--- src/rtl/aqp_esp_tx_arbiter.sv ---
// Round-robin, frame-atomic arbiter that merges NUM_REQ byte streams into the ESP UART TX FIFO.
// Optional trailing checksum byte per frame is enabled by defining AQP_ESP_TX_CHKSUM_EN.
module aqp_esp_tx_arbiter #(
  parameter int          NUM_REQ = 4,
  parameter logic [7:0]  CH_BASE = 8'h00,
  localparam int         IDXW    = $clog2(NUM_REQ)
) (
  input  logic                   clk,
  input  logic                   reset,
  input  logic [8*NUM_REQ-1:0]   req_data,
  input  logic [NUM_REQ-1:0]     req_valid,
  input  logic [NUM_REQ-1:0]     req_last,
  output logic [NUM_REQ-1:0]     req_ready,
  output logic [8:0]             txfifo_data,
  output logic                   txfifo_wr,
  input  logic                   txfifo_full,
  output logic                   busy,
  output logic [IDXW-1:0]        grant_idx
);

  typedef enum logic [2:0] {
    S_IDLE,
    S_SOF,
    S_CHAN,
`ifdef AQP_ESP_TX_CHKSUM_EN
    S_DATA,
    S_CHK
`else
    S_DATA
`endif
  } state_t;

  state_t                    state;
  logic [NUM_REQ-1:0][7:0]   req_bytes;
  logic [7:0]                chan_byte;
  logic [7:0]                cur_byte;
  logic                      cur_valid;
  logic                      cur_last;
  logic                      xfer;
  logic [IDXW-1:0]           next_grant;
  logic [IDXW-1:0]           cand;
`ifdef AQP_ESP_TX_CHKSUM_EN
  logic [7:0]                chk;
`endif

  assign req_bytes = req_data;
  assign chan_byte = CH_BASE + 8'(grant_idx);
  assign cur_byte  = req_bytes[grant_idx];
  assign cur_valid = req_valid[grant_idx];
  assign cur_last  = req_last[grant_idx];
  assign xfer      = (state == S_DATA) && cur_valid && !txfifo_full;
  assign busy      = (state != S_IDLE);

  // Scan from the farthest candidate back to the nearest so the last hit is the first valid after grant_idx.
  always_comb begin
    // NOTE: every combinational output gets a default first so no path leaves it unassigned (no latch).
    next_grant = grant_idx;
    cand       = '0;
    for (int k = NUM_REQ; k >= 1; k--) begin
      cand = IDXW'((int'(grant_idx) + k) % NUM_REQ);
      if (req_valid[cand]) next_grant = cand;
    end
  end

  always_comb begin
    txfifo_wr   = 1'b0;
    txfifo_data = 9'h000;
    req_ready   = '0;
    case (state)
      S_SOF: begin
        txfifo_data = 9'h100;
        txfifo_wr   = !txfifo_full;
      end
      S_CHAN: begin
        txfifo_data = {1'b0, chan_byte};
        txfifo_wr   = !txfifo_full;
      end
      S_DATA: begin
        txfifo_data          = {1'b0, cur_byte};
        txfifo_wr            = cur_valid && !txfifo_full;
        req_ready[grant_idx] = !txfifo_full;
      end
`ifdef AQP_ESP_TX_CHKSUM_EN
      S_CHK: begin
        txfifo_data = {1'b0, chk};
        txfifo_wr   = !txfifo_full;
      end
`endif
      default: ;
    endcase
  end

  // The grant is registered in IDLE, so the first FIFO write (SOF) lands one cycle after the request is seen.
  always_ff @(posedge clk) begin
    // NOTE: state registers use non-blocking assignments so every flop samples pre-edge values.
    if (reset) begin
      state     <= S_IDLE;
      grant_idx <= IDXW'(NUM_REQ - 1);
`ifdef AQP_ESP_TX_CHKSUM_EN
      chk       <= 8'h00;
`endif
    end else begin
      case (state)
        S_IDLE: if (|req_valid) begin
          grant_idx <= next_grant;
          state     <= S_SOF;
`ifdef AQP_ESP_TX_CHKSUM_EN
          chk       <= 8'h00;
`endif
        end
        S_SOF:  if (!txfifo_full) state <= S_CHAN;
        S_CHAN: if (!txfifo_full) begin
          state <= S_DATA;
`ifdef AQP_ESP_TX_CHKSUM_EN
          chk   <= chk + chan_byte;
`endif
        end
        S_DATA: if (xfer) begin
`ifdef AQP_ESP_TX_CHKSUM_EN
          chk <= chk + cur_byte;
          if (cur_last) state <= S_CHK;
`else
          if (cur_last) state <= S_IDLE;
`endif
        end
`ifdef AQP_ESP_TX_CHKSUM_EN
        S_CHK:  if (!txfifo_full) state <= S_IDLE;
`endif
        default: state <= S_IDLE;
      endcase
    end
  end

endmodule
--- config.mk ---
export PLATFORM = sky130hd
export DESIGN_NAME = aqp_esp_tx_arbiter
export DESIGN_NICKNAME = d
export VERILOG_FILES = /design/src/rtl/aqp_esp_tx_arbiter.sv
export SDC_FILE = /design/constraint.sdc
export NUM_CORES = 1
export LEC_CHECK = 0
export CAP_MARGIN = 20
export CORE_UTILIZATION = 35
export CTS_CLUSTER_SIZE = 28
export DETAILED_ROUTE_END_ITERATION = 7
export PLACE_DENSITY = 0.93
export SLEW_MARGIN = 20
export SYNTH_ARGS = -nofsm -noshare
export SYNTH_HDL_FRONTEND = slang
export SYNTH_SLANG_ARGS = --single-unit
--- constraint.sdc ---
create_clock -name clk -period 2.6 [get_ports clk]
set_clock_uncertainty 0.1 [all_clocks]
set_input_delay 0.52 -clock clk [delete_from_list [all_inputs] [get_ports clk]]
set_output_delay 0.52 -clock clk [all_outputs]
set_load 0.1 [all_outputs]
==> run summary <==
status = completed
clk slew on worst S/H paths = 0.04 ns
top-area cell type share of the netlist area = 0.188
final count of negative-setup-slack endpoints = 0
Startpoint Class = input pin
flops & latches, synth = 4
Worst setup EP type = output port
# diodes = 0
# hold bufs at CTS = 0
combinational share of power = 0.807
LEAKAGE = 0.678 nW
Cell Pwr Density = 939 nW/um^2
Root Buffer = clkbuf_4
WL/cell = 16.5 um
Switching Share = 0.566
port bufs = 59
Syn Area/Cell = 9.99 um^2
Final nets = 200
die area = 2600 um^2
Peak VDD IR = 0.639 mV
DRT antenna net count = 0
worst-path fanout max = 2
Hold Fails Final Rpt = 0
Worst Hold Class = reg -> reg
clock sinks = 4
first-pass GRT wire length = 4.72 mm
dominant cells by area after synthesis = mux4_2, ha_1, mux4_1
minimum clock period after layout = 2.52 ns
share of layout cells above drive strength 1 = 0.347
internal power = 0.685 mW
clk_lat worst skew = 0.25 ns
Core Area = 2230 um^2
Initial Util = 0.376
Synth-to-Final Area Change = 100%
sequential share of power = 0.137
Clock Path Buffers = 2
largest net degree at the start of global routing = 22
synth warn = 0
Fill cells = 159
Rows = 17
final worst path period share = 0.970
setup slack after layout = 0.0780 ns
clock share of power = 0.056
worst endpoint required time = 1.98 ns
Worst slew margin = 0.696
DR DRC count = 0
CTS tree = built
Least-Margin Pin Slew = 0.456 ns
GP Congestion = 0.836
Mapped Area = 840 um^2
Yosys cell types = 34
DR iter-0 viols = 13
Post-DP Area = 1660 um^2
die height = 51.0 um
global route overflow = 0
DP Worst Slack = -0.0162 ns
syn_nets = 136
Psw = 0.895 mW
Routed WL = 2.89 mm
fin area = 1680 um^2
Ports = 60
area leader, netlist = mux4_2
total number of vias = 988
max cap viols = 0
GRT Total Usage = 0.241
first drt pass iteration count = 4
Setup Crit Path Kind = in -> out
RSZ-0062 raised after global routing = false
TNS Setup = 0 ns
Final Max Slew Viols = 0
DR vias/cell = 5.65
fmax = 397 MHz
TritonCTS Buffers = 3
# H-tree levels = 1
initial antenna violation count = 0
Seq/Total Area, Yosys = 0.0954
vias in the first global route = 1057
die width = 51.0 um
Synth Instances = 84
DP HPWL = 2.36 mm
Crit path arrival time = 1.90 ns
power by group through the flow:
stage	sequential (mW)	combinational (mW)	clock, mW
after floorplan	0.228	0.893	0
after global placement	0.210	1.22	0
after detailed placement	0.218	1.26	0
after CTS	0.217	1.27	0.0904
after global routing	0.231	1.34	0.0927
final	0.216	1.27	0.0886
worst paths after layout:
check / startpoint / to / slack (ns) / depth (start not counted)
hold reg to reg: state[0] / state[0] / 0.47 / 2
setup reg to reg: grant_idx[0] / grant_idx[1] / 0.46 / 6
hold / removal: state[0] / state[0] / 0.47 / 2
setup / recovery: req_valid[3] / txfifo_wr / 0.08 / 5
per-stage QoR:
stage          total power [mW]  utilization  hold WS (ns)  cells
5_1_grt                    1.66        0.753         0.499    175
3_3_place_gp               1.43        0.741         0.440    171
2_1_floorplan              1.12            -         0.418     84
6_report                   1.58        0.753         0.468    175
4_1_cts                    1.58        0.755         0.470    175
3_5_place_dp               1.48        0.741         0.458    171
area by class of cell:
class / count / area, um^2 / share of cell area
inverters: 6 / 26.3 / 0.0156
repair buffers: 64 / 761 / 0.452
clock buffers: 4 / 26.3 / 0.0156
flip-flops and latches: 4 / 87.6 / 0.0521
multi-input cells: 69 / 746 / 0.443
well taps: 28 / 35.0 / 0.0208
sequential cells by signal, summed over array words and instances (netlist names):
register   count
state          2
grant_idx      2
synth_stat cells:
cell type  number
a211oi_1        2
a21bo_1         1
a21o_1          1
a21oi_1         5
a21oi_2         1
a22oi_1         1
a311oi_1        1
and2_1          4
and3_1          6
buf_1           1
buf_2           2
buf_6           1
clkbuf_1        1
dfxtp_1         4
ha_1            9
inv_1           6
mux2_2          2
mux2i_1         1
mux4_1          4
mux4_2          7
nand3_1         3
nor2_1          4
nor2b_1         2
nor2b_4         1
nor3_1          2
nor4_1          1
o21ai_0         2
o311ai_0        1
o31a_1          2
o31ai_1         2
o32ai_1         1
or3_1           1
or3b_2          1
or4_1           1
what timing repair did:
item / CTS / global route
endpoints found under the setup margin: 1 / 1
buffers inserted: 0 / 0
gates resized for setup: 1 / 1
gates cloned: 0 / 0
critical path, stage by stage:
cell and delay [ns]:
clkdlybuf4s50_1 0.42, mux4_2 0.52, a21oi_2 0.21, nor3_4 0.06, buf_12 0.17
placed cells by master, fill, tap and decap left out, types with 3 or more instances in the layout:
cell type,n
a21oi_1,3
and2_1,4
and3_2,6
buf_12,14
buf_4,8
clkbuf_4,3
clkdlybuf4s50_1,42
ha_1,9
inv_1,5
mux4_1,3
mux4_2,8
nand3_1,3
nor2_1,3
cells by family after synthesis:
kind of cell    synth area share
compound gates             0.170
fa+ha+maj                  0.134
buf+inv                   0.0611
flops                     0.0954
mux                        0.352
simple gates               0.188
routing by layer:
metal,vias up,track usage,share of wire
li1,463,-,-
met5,-,0,0
met4,0,0.111,0.016
met3,6,0.00298,0.036
met2,41,0.478,0.58
met1,478,0.260,0.36
No activity file was read; power rests on OpenSTA's default activity.
